`src/rtl/nn_layer_sequencer_if.sv`:
```
// Handshake and datapath-control bundle between the top level and nn_layer_sequencer.
// The master side drives start/mem_ready/eql; the sequencer (slave) drives all the strobes and counters.
interface nn_layer_sequencer_if #(
   parameter int NUM_GROUPS = 3,
   parameter int GROUP_SIZE = 10,
   parameter int ADDR_W     = 10,
   parameter int SEL_W      = $clog2(NUM_GROUPS + 1)
);
   logic                             start;
   logic                             mem_ready;
   logic                             eql;
   logic                             mem_read;
   logic                             input_sel;
   logic                             reg_sel;
   logic [SEL_W-1:0]                 weight_sel;
   logic [SEL_W-1:0]                 bias_sel;
   logic [NUM_GROUPS*GROUP_SIZE-1:0] reg_load;
   logic                             label_mem_read;
   logic                             addr_count_enable;
   logic                             ac_count_enable;
   logic [ADDR_W-1:0]                sample_addr;
   logic [ADDR_W-1:0]                correct_count;
   logic                             busy;
   logic                             done;

   modport master (
      output start, mem_ready, eql,
      input  mem_read, input_sel, reg_sel, weight_sel, bias_sel, reg_load,
             label_mem_read, addr_count_enable, ac_count_enable,
             sample_addr, correct_count, busy, done
   );

   modport slave (
      input  start, mem_ready, eql,
      output mem_read, input_sel, reg_sel, weight_sel, bias_sel, reg_load,
             label_mem_read, addr_count_enable, ac_count_enable,
             sample_addr, correct_count, busy, done
   );
endinterface

```
`src/rtl/nn_layer_sequencer.sv`:
```
// Inference control FSM: NUM_GROUPS hidden-group loads then one output/compare cycle per sample.
// Optional macro ACC_COUNT_EN keeps the correct-prediction counter; otherwise correct_count is tied to 0.
module nn_layer_sequencer #(
   parameter int NUM_GROUPS  = 3,
   parameter int GROUP_SIZE  = 10,
   parameter int NUM_SAMPLES = 750,
   parameter int ADDR_W      = 10,
   parameter int SEL_W       = $clog2(NUM_GROUPS + 1)
) (
   input  logic                 clk,
   input  logic                 rst_n,
   nn_layer_sequencer_if.slave  seq
);

   localparam int                RW     = NUM_GROUPS * GROUP_SIZE;
   localparam logic [SEL_W-1:0]  G_LAST = SEL_W'(NUM_GROUPS - 1);
   localparam logic [SEL_W-1:0]  G_OUT  = SEL_W'(NUM_GROUPS);
   localparam logic [ADDR_W-1:0] A_LAST = ADDR_W'(NUM_SAMPLES - 1);

   typedef enum logic [1:0] {
      S_IDLE = 2'd0,
      S_LOAD = 2'd1,
      S_OUT  = 2'd2,
      S_DONE = 2'd3
   } state_t;

   state_t            state_q, state_d;
   logic [SEL_W-1:0]  g_q, g_d;
   logic [ADDR_W-1:0] addr_q, addr_d;
`ifdef ACC_COUNT_EN
   logic [ADDR_W-1:0] cnt_q, cnt_d;
`endif

   function automatic logic [RW-1:0] group_mask(input logic [SEL_W-1:0] g);
      logic [RW-1:0] ones;
      ones = RW'({GROUP_SIZE{1'b1}});
      return ones << (int'(g) * GROUP_SIZE);
   endfunction

   always_comb begin
      state_d                = state_q;
      g_d                    = g_q;
      addr_d                 = addr_q;
`ifdef ACC_COUNT_EN
      cnt_d                  = cnt_q;
`endif
      seq.mem_read           = 1'b0;
      seq.input_sel          = 1'b0;
      seq.reg_sel            = 1'b0;
      seq.weight_sel         = '0;
      seq.bias_sel           = '0;
      seq.reg_load           = '0;
      seq.label_mem_read     = 1'b0;
      seq.addr_count_enable  = 1'b0;
      seq.ac_count_enable    = 1'b0;
      seq.busy               = 1'b0;
      seq.done               = 1'b0;

      case (state_q)
         S_IDLE, S_DONE: begin
            seq.done = (state_q == S_DONE);
            if (seq.start) begin
               state_d = S_LOAD;
               g_d     = '0;
               addr_d  = '0;
`ifdef ACC_COUNT_EN
               cnt_d   = '0;
`endif
            end
         end
         S_LOAD: begin
            seq.busy       = 1'b1;
            seq.mem_read   = 1'b1;
            seq.input_sel  = 1'b1;
            seq.weight_sel = g_q;
            seq.bias_sel   = g_q;
            // A stalled cycle loads nothing and simply repeats this group.
            if (seq.mem_ready) begin
               seq.reg_load = group_mask(g_q);
               if (g_q == G_LAST) begin
                  state_d = S_OUT;
                  g_d     = '0;
               end else begin
                  g_d = g_q + 1'b1;
               end
            end
         end
         S_OUT: begin
            seq.busy              = 1'b1;
            seq.reg_sel           = 1'b1;
            seq.weight_sel        = G_OUT;
            seq.bias_sel          = G_OUT;
            seq.label_mem_read    = 1'b1;
            seq.addr_count_enable = 1'b1;
            seq.ac_count_enable   = seq.eql;
            addr_d                = addr_q + 1'b1;
`ifdef ACC_COUNT_EN
            if (seq.eql) cnt_d = cnt_q + 1'b1;
`endif
            g_d     = '0;
            state_d = (addr_q == A_LAST) ? S_DONE : S_LOAD;
         end
         default: state_d = S_IDLE;
      endcase
   end

   always_ff @(posedge clk) begin
      if (!rst_n) begin
         state_q <= S_IDLE;
         g_q     <= '0;
         addr_q  <= '0;
`ifdef ACC_COUNT_EN
         cnt_q   <= '0;
`endif
      end else begin
         state_q <= state_d;
         g_q     <= g_d;
         addr_q  <= addr_d;
`ifdef ACC_COUNT_EN
         cnt_q   <= cnt_d;
`endif
      end
   end

   assign seq.sample_addr = addr_q;
`ifdef ACC_COUNT_EN
   assign seq.correct_count = cnt_q;
`else
   assign seq.correct_count = '0;
`endif

endmodule

```
`src/flat_wrapper.sv`:
```
// flat-port wrapper written by rule: the top's interface ports become plain ports
module nn_layer_sequencer_flat 
#(
   parameter int NUM_GROUPS  = 3,
   parameter int GROUP_SIZE  = 10,
   parameter int NUM_SAMPLES = 750,
   parameter int ADDR_W      = 10,
   parameter int SEL_W       = $clog2(NUM_GROUPS + 1)
)
  (clk, rst_n, seq_start, seq_mem_ready, seq_eql, seq_mem_read, seq_input_sel, seq_reg_sel, seq_weight_sel, seq_bias_sel, seq_reg_load, seq_label_mem_read, seq_addr_count_enable, seq_ac_count_enable, seq_sample_addr, seq_correct_count, seq_busy, seq_done);
  nn_layer_sequencer_if #(.NUM_GROUPS(NUM_GROUPS), .GROUP_SIZE(GROUP_SIZE), .ADDR_W(ADDR_W), .SEL_W(SEL_W)) seq_i ();
  input  logic clk;
  input  logic rst_n;
  input wire logic [$bits(seq_i.start)-1:0] seq_start;
  input wire logic [$bits(seq_i.mem_ready)-1:0] seq_mem_ready;
  input wire logic [$bits(seq_i.eql)-1:0] seq_eql;
  output wire logic [$bits(seq_i.mem_read)-1:0] seq_mem_read;
  output wire logic [$bits(seq_i.input_sel)-1:0] seq_input_sel;
  output wire logic [$bits(seq_i.reg_sel)-1:0] seq_reg_sel;
  output wire logic [$bits(seq_i.weight_sel)-1:0] seq_weight_sel;
  output wire logic [$bits(seq_i.bias_sel)-1:0] seq_bias_sel;
  output wire logic [$bits(seq_i.reg_load)-1:0] seq_reg_load;
  output wire logic [$bits(seq_i.label_mem_read)-1:0] seq_label_mem_read;
  output wire logic [$bits(seq_i.addr_count_enable)-1:0] seq_addr_count_enable;
  output wire logic [$bits(seq_i.ac_count_enable)-1:0] seq_ac_count_enable;
  output wire logic [$bits(seq_i.sample_addr)-1:0] seq_sample_addr;
  output wire logic [$bits(seq_i.correct_count)-1:0] seq_correct_count;
  output wire logic [$bits(seq_i.busy)-1:0] seq_busy;
  output wire logic [$bits(seq_i.done)-1:0] seq_done;
  assign seq_i.start = seq_start;
  assign seq_i.mem_ready = seq_mem_ready;
  assign seq_i.eql = seq_eql;
  assign seq_mem_read = seq_i.mem_read;
  assign seq_input_sel = seq_i.input_sel;
  assign seq_reg_sel = seq_i.reg_sel;
  assign seq_weight_sel = seq_i.weight_sel;
  assign seq_bias_sel = seq_i.bias_sel;
  assign seq_reg_load = seq_i.reg_load;
  assign seq_label_mem_read = seq_i.label_mem_read;
  assign seq_addr_count_enable = seq_i.addr_count_enable;
  assign seq_ac_count_enable = seq_i.ac_count_enable;
  assign seq_sample_addr = seq_i.sample_addr;
  assign seq_correct_count = seq_i.correct_count;
  assign seq_busy = seq_i.busy;
  assign seq_done = seq_i.done;
  nn_layer_sequencer #(.NUM_GROUPS(NUM_GROUPS), .GROUP_SIZE(GROUP_SIZE), .NUM_SAMPLES(NUM_SAMPLES), .ADDR_W(ADDR_W), .SEL_W(SEL_W)) u_core (.clk(clk), .rst_n(rst_n), .seq(seq_i));
endmodule
```
`config.mk`:
```
export PLATFORM = sky130hd
export DESIGN_NAME = nn_layer_sequencer_flat
export DESIGN_NICKNAME = d
export VERILOG_FILES = /design/src/rtl/nn_layer_sequencer_if.sv /design/src/rtl/nn_layer_sequencer.sv /design/src/flat_wrapper.sv
export SDC_FILE = /design/constraint.sdc
export NUM_CORES = 1
export LEC_CHECK = 0
export ABC_AREA = 1
export CAP_MARGIN = 20
export CELL_PAD_IN_SITES_DETAIL_PLACEMENT = 1
export CELL_PAD_IN_SITES_GLOBAL_PLACEMENT = 1
export CORE_MARGIN = 2
export CORE_UTILIZATION = 25
export CTS_CLUSTER_SIZE = 16
export DETAILED_ROUTE_END_ITERATION = 7
export PLACE_DENSITY_LB_ADDON = 0.1
export SLEW_MARGIN = 0
export SYNTH_ARGS = -nofsm -noshare
export SYNTH_HDL_FRONTEND = slang
export SYNTH_SLANG_ARGS = --single-unit
```
`constraint.sdc`:
```
create_clock -name clk -period 2.73 [get_ports clk]
set_clock_uncertainty 0.05 [all_clocks]
set_input_delay 0.6825 -clock clk [delete_from_list [all_inputs] [get_ports clk]]
set_output_delay 0.6825 -clock clk [all_outputs]
set_load 0.02 [all_outputs]
```
# [Yosys cells after proc, flatten, opt, wreduce, memory -nomap -nowiden]
# Index checks and enable logic that the tools add are counted.
# Widths: inputs -> output; s select.
[word_totals] regBits=14 latch_bits=0 ramBits=0 rom_bits=0 mem_count=0
[op_classes] add_sub_neg=2 mul=1 div=0 n_lt_le_gt_ge=0 n_eq_ne=8 shift=1 n_mux=19 bitwise=0 reduce_logical=7
[ops] cell="$mux 30" count=2
[ops] cell="$shl 10x32->30 const A" count=1
[ops] cell="$pmux 10 s2" count=1
[ops] cell="$mux 2" count=7
[ops] cell="$pmux 2 s3" count=2
[ops] cell="$add 10x1->10 const B" count=1
[ops] cell="$eq 10x10->1 const B" count=1
[ops] cell="$mux 10" count=1
[ops] cell="$eq 2x2->1 const B" count=3
[ops] cell="$mul 2x3->5 const B" count=1
[ops] cell="$mux 1" count=5
[ops] cell="$ne 2x2->1 const B" count=2
[ops] cell="$pmux 2 s2" count=1
[ops] cell="$reduce_and 2->1" count=2
[ops] cell="$reduce_or 2->1" count=2
[ops] cell="$reduce_and 3->1" count=1
[ops] cell="$add 2x1->2 const B" count=1
[ops] cell="$eq 2x1->1 const B" count=1
[ops] cell="$logic_not 2->1" count=1
[ops] cell="$ne 2x1->1 const B" count=1
[ops] cell="$reduce_bool 2->1" count=1

# [Depth between registers and ports, before layout]
# Gate-level depths: netlist (run 1).
[logic_depth] depth_word=4 mapped_depth=9 depth_no_buf=9

# [Worst setup path after synthesis (run 1)]
# OpenSTA, ideal clock, no wires.
[synth_timing] kind="register to output" startpoint="register u_core.state_q[1]" endpoint="output port seq_reg_load[1]" t_arrival_ps=2471 t_required_ps=1997 setup_slack_ps=-474 path_stages_with_launch=6 n_path_buf=1 cell_sequence="dfxtp_1 inv_1 ha_1 inv_1 nor4_1 buf_4"
[synth_between] elab_chain_len=2
[synth_lines] item="from (decl)" line="nn_layer_sequencer.sv:27" text="state_t state_q, state_d;"
[synth_lines] item="from (signal assigned)" line="nn_layer_sequencer.sv:116" text="state_q <= state_d;"
[synth_lines] item="$eq 2x1->1" line="nn_layer_sequencer.sv:59" text="case (state_q)"
[synth_lines] item="$mux 30" line="nn_layer_sequencer.sv:59"
[synth_lines] item="to (decl)" line="flat_wrapper.sv:22" text="output wire logic [$bits(seq_i.reg_load)-1:0] seq_reg_load;"
# Every way passes these cells.

# [Worst setup path in the final report (run 1)]
[layout_timing] startpoint="input port seq_mem_ready" endpoint="output port seq_reg_load[18]"
[layout_between] elab_chain_len=2
[layout_lines] item="from (decl)" line="flat_wrapper.sv:15" text="input wire logic [$bits(seq_i.mem_ready)-1:0] seq_mem_ready;"
[layout_lines] item="$mux 30" line="nn_layer_sequencer.sv:78" text="if (seq.mem_ready) begin"
[layout_lines] item="$mux 30" line="nn_layer_sequencer.sv:59"
# Every way passes these cells.

==> results of run 1 <==
==> flip-flops by register name (all words and copies together) (netlist names) <==
signal / flops
u_core.g_q: 2
u_core.seq.sample_addr: 10
u_core.state_q: 2
==> per-layer routing <==
metal / routed length [um] / vias up / part of all wire [%] / global-route usage [%]
met3: 187 / 5 / 6.4 / 2.083
li1: - / 547 / - / -
met5: 0 / - / 0 / 0
met2: 1420 / 43 / 49 / 20.88
met1: 1278 / 504 / 44 / 15.29
met4: 40 / 0 / 1.4 / 3.774
==> worst paths after layout <==
kind	start	end	cells past startpoint
min reg2reg	u_core.state_q[1]	u_core.state_q[1]	2
max reg2reg	u_core.state_q[0]	u_core.seq.sample_addr[7]	8
max	seq_mem_ready	seq_reg_load[18]	5
min	u_core.state_q[1]	u_core.state_q[1]	2
==> worst min-delay path, cell delays in order, from the launching register on <==
cell     delay, ps
dfxtp_1        340
nand2_1         80
a21oi_1         60
==> stage by stage <==
step | util (%) | setup WS (ps) | area (um2)
6_report | 34.92 | 57.83 | 1541
3_3_place_gp | 35.09 | -244.2 | 1549
4_1_cts | 35.46 | 0.6053 | 1565
5_1_grt | 34.92 | -16.95 | 1541
2_1_floorplan | - | 70.41 | 1201
3_5_place_dp | 35.09 | -293.3 | 1549
==> area by class of cell <==
| type | count | area (um2) |
|---|---|---|
| clock buffers | 3 | 41.29 |
| fillers | 572 | 2873 |
| inverters | 22 | 82.58 |
| multi-input cells | 104 | 525.5 |
| flip-flops and latches | 14 | 280.3 |
| well taps | 52 | 65.06 |
| repair buffers | 61 | 546.8 |
==> cell usage in the layout, fill, tap and decap left out <==
master            n
o21ai_1           2
nor2_1           20
nand2_2           2
dlygate4sd2_1     9
dlymetal6s2s_1    4
nor3_1            4
clkbuf_8          3
nor3_2            1
a21oi_1          14
buf_4             5
o21ai_0           4
a211oi_1          1
nor2_2            1
dfxtp_1          14
ha_1              5
inv_1            20
clkbuf_2         10
o21ai_2           1
nand3_1           5
nand2_1          31
o21ai_4           1
clkdlybuf4s50_1  22
conb_1           10
ha_2              1
clkdlybuf4s15_1  11
nor4_2            1
inv_2             2
==> kinds of logic after synthesis <==
kind of cell	after synthesis	share of synthesized area (%)
other	1	0.3244
adder cells (fa/ha/maj)	6	6.493
flip-flops	14	24.24
AND/OR/NAND/NOR	65	23.05
buffers and inverters	64	34.42
AO/OA/AOI/OAI	23	11.47
==> timing repair <==
action                     CTS  global route
buffers inserted             0             0
cloned                       0             0
gates resized for setup     40            26
setup endpoints to repair   30            30
==> power by group through the flow <==
stage / clock network, uW / logic, uW / registers (uW)
finish: 171 / 454 / 243
global route: 189 / 498 / 247
CTS: 178 / 472 / 244
detailed placement: 0 / 499 / 248
global placement: 0 / 493 / 247
floorplan: 0 / 367 / 245
==> metrics.txt, run 1 <==
root buf cell clkbuf_8; initial antenna violation count 0; CTS tree built; Worst path max stage delay 510 ps; via count 1099; critical-path cell list clkdlybuf4s50_1, inv_1, nor3_2, buf_4, dlygate4sd2_1; Die Y-Extent 72.01 um; top cell type's share of synthesized area 27.27%; hold crit path type flop to flop; internal power 479.2 uW; final setup fails 0; post-synthesis sequential area ratio 24.24%; crit path kind primary input to primary output; CP top delay family buffers and inverters; 1st-iter DRT viols 28; Clk pwr share 19.7%; placed cells about 250; Comb power frac 52.3%; Post-Syn Instances 173; share of layout cells above drive strength 1 13.73%; Longest Clk Path Bufs 2; maxcap violations 0; Yosys top cell by area buf_4; Max FO, Critical Path 10; DRC viols 0; synthesized area per cell about 6.7 um2; number of synthesized flops with an enable pin 0; CP Buf/Inv Count 4; dominant cells by area after synthesis buf_4, dfxtp_1, nand2_1; first-pass GRT wire length 5.099 mm; most frequent cell after synthesis buf_4; WL per Instance 11.43 um; Top FF cell, synth dfxtp_1; Fin. Hold Viols 0; Power Dens Cells 563.4 nW/um2; hold bufs inserted after CTS 0; CTS H-tree depth 1; Synth Cell Area ~1200 um2; GRT Util Overall between 10 and 15%; Req. time, crit path 2000 ps; Vias/cell 4.293; Clock transition at path regs 60 ps; Num CTS Buffers 3; Ys Warns 0; largest net degree at the start of global routing 11; first-pass detailed-route iteration total 3; Worst setup SP type primary input; status complete, no violations; Yosys reg bits 14; asr flop ratio synth 0%; grt ovf 0; maximum clock rate 374.2 MHz; die extent in x just over 70 um; static leakage 0.0007597 uW; vias in the first global route roughly 1100; min cycle time layout 2672 ps; layout net count 217; PortBufs 56; Worst Setup End Kind primary output; CP arrival roughly 1900 ps; ant diodes 0; Initial Utilization 26.19%; number of cell rows 24; period utilisation layout about 100%; area added between synthesis and finish 33.33%; Slowest-stage cell, CP clkdlybuf4s50_1; final hold slack 470.8 ps; clk sink count 14; RSZ-0062 raised after global routing true; Worst VDD drop approximately 0.00017 V; switching part of the total 44.83%; synth unique cells 19; die area about 5200 um2; Seq pwr share about 28%; flop-to-flop setup slack 920 ps; synth cell count leaders buf_4, nand2_1, inv_1, nor2_1; Pwr Total 868.4 uW; worst skew pair latency 240 ps; total negative slack 0 ps; Final ANT Viol Nets 0; boundary pin count 67; Post-Layout Cell Count 256; Psw 389.3 uW; core area 4414 um2; max-slew violations 0; Routed WL 2.927 mm; DP HPWL between 2 and 2.5 mm; GPL Wtd Cong 0.7820
(Power assumes the default switching activity.)
==> run 2, diff against run 1 <==
Settings changed: ABC_CLOCK_PERIOD_IN_PS set to 2730, CORE_UTILIZATION 25 to 40, DONT_BUFFER_PORTS set to 1.
==> run 2 against run 1 <==
  * Die area decreased by 36%
  * Via count down 20%
  * Largest power group unchanged
  * Sequential power is 3% higher
  * Global-route usage up 4.3 points
  * Maximum frequency increased by 3.7%
  * Register-to-register slack lost 140 ps
  * Setup slack better by 94 ps
  * Largest cell class is now multi-input gates
  * First-iteration DRC count fell by 25%
  * Combinational power fell by 15%
  * Clock power decreased by 27%
  * Critical endpoint is now seq_reg_load[1]
==> metrics.txt, run 2 (synthesized netlist as in run 1, its figures left out) <==
Fin. Hold Viols 0; total negative slack 0 ps; hold crit path type primary input to flop; largest net degree at the start of global routing 11; boundary pin count 67; worst skew pair latency 290 ps; first-pass detailed-route iteration total 4; GPL Wtd Cong 0.7290; maximum clock rate 387.9 MHz; static leakage approximately 0.00046 uW; grt ovf 0; WL per Instance between 10 and 15 um; Area after DPL 1075 um2; period utilisation layout 94.42%; highest metal used met4; RR Endpoint u_core.seq.sample_addr[7]; postcts setup bufs 0; root buf cell clkbuf_4; die extent in x ~58 um; flop-to-flop setup slack 780 ps; fill cell count 368; 1st-iter DRT viols 21; path depth of the worst reg2reg path 9; ant diodes 0; Worst VDD drop around 0.00039 V; status complete, no violations; metal2 WL 1.224 mm; Longest Clk Path Bufs 2; die area 3336 um2; min cycle time layout 2578 ps; Power Dens Cells 693.9 nW/um2; DP HPWL ~2 mm; PortBufs 0; Vias/cell between 4 and 5; area added between synthesis and finish -5.087%; Pwr Total 761.4 uW; met1 wire length 1.018 mm; GRT Util Overall 16.36%; core area about 2800 um2; Psw 383.8 uW; DRC viols 0; RSZ-0062 raised after global routing false; worst hold start rst_n; max-slew violations 0; Die Y-Extent 57.76 um; Seq pwr share 33.0%; Worst Setup End Kind primary output; CTS H-tree depth 1; Reg-to-Reg Start u_core.state_q[0]; Worst setup SP type flop; vias in the first global route 935; clk sink count 14; switching part of the total 50.40%; share of layout cells above drive strength 1 15.58%; maxcap violations 0; hold bufs inserted after CTS 0; via count 883; Final ANT Viol Nets 0; internal power about 380 uW; post-CTS sizing 0; Num CTS Buffers 3; Req. time, crit path around 2000 ps; most common cell after layout, fill and taps aside nand2_1; Hold Path End u_core.g_q[0]; area of the multi-input gates 545.5 um2; crit path kind flop to primary output; Storage cell area 280.3 um2; number of cell rows 19; Max FO, Critical Path 6; Initial Utilization 41.92%; initial antenna violation count 0; CP arrival ~1900 ps; first-pass GRT wire length ~4.2 mm; CTS tree built; most frequent cells in the layout nand2_1, inv_1, nor2_1; Clk pwr share between 10% and 20%; layout net count between 150 and 200; Util after Layout between 30% and 40%; final setup fails 0; max FFs per register 10; Clock transition at path regs about 90 ps; cell depth of the worst hold path 2; Routed WL 2.462 mm; wire length on met3 186 um; Comb power frac 50.8%; fin area 1097 um2
run 2: cell types whose count changed in the layout (fill, tap and decap cells not counted), moves of 2 or more:
cell / before / now
clkbuf_4: 0 / 3
buf_12: 0 / 2
dlygate4sd2_1: 9 / 0
clkbuf_8: 3 / 0
dlymetal6s2s_1: 4 / 0
clkbuf_2: 10 / 0
clkdlybuf4s15_1: 11 / 0
clkdlybuf4s50_1: 22 / 0
buf_4: 5 / 8
run 2: worst max-delay path by stage:
stage	from	endpoint	slack, ps	cells after the start
after floorplan	u_core.state_q[1]	seq_reg_load[1]	70	5
after detailed placement	u_core.state_q[1]	seq_reg_load[2]	470	6
final	u_core.state_q[1]	seq_reg_load[1]	150	6
after global routing	u_core.state_q[1]	seq_reg_load[2]	30	6
after global placement	seq_mem_ready	seq_reg_load[2]	520	4
after CTS	u_core.state_q[1]	seq_reg_load[2]	140	6
run 2: power groups by stage:
stage	registers, uW	logic (uW)	clock network, uW
detailed placement	256	391	0
global route	255	427	133
global placement	253	386	0
floorplan	245	367	0
CTS	251	392	129
finish	251	387	124
run 2: final cells by class:
type	instances	area share, %
clock buffers	3	2.052
flip-flops and latches	14	25.54
multi-input cells	104	49.72
well taps	31	3.535
inverters	22	7.526
repair buffers	11	11.63
run 2: worst max-delay path: stages, from the launching register on:
cell,delay (ps)
dfxtp_1,350
inv_1,80
ha_1,260
inv_1,170
nor4_4,150
buf_4,320
buf_16,210
run 2: metrics by stage:
stage               instances  hold slack [ps]  setup slack, ps
detailed placement        182            464.8            467.2
CTS                       185            470.5            139.4
floorplan                 182            424.9            70.41
finish                    185            473.4            152.3
global route              185            483.6            27.68
global placement          182            450.0            518.5
run 2: metal layers:
metal | GRT usage [%] | up-vias
met5 | 0 | -
met4 | 4.983 | 0
met3 | 5.804 | 5
met2 | 29.38 | 27
met1 | 17.96 | 403
li1 | - | 448
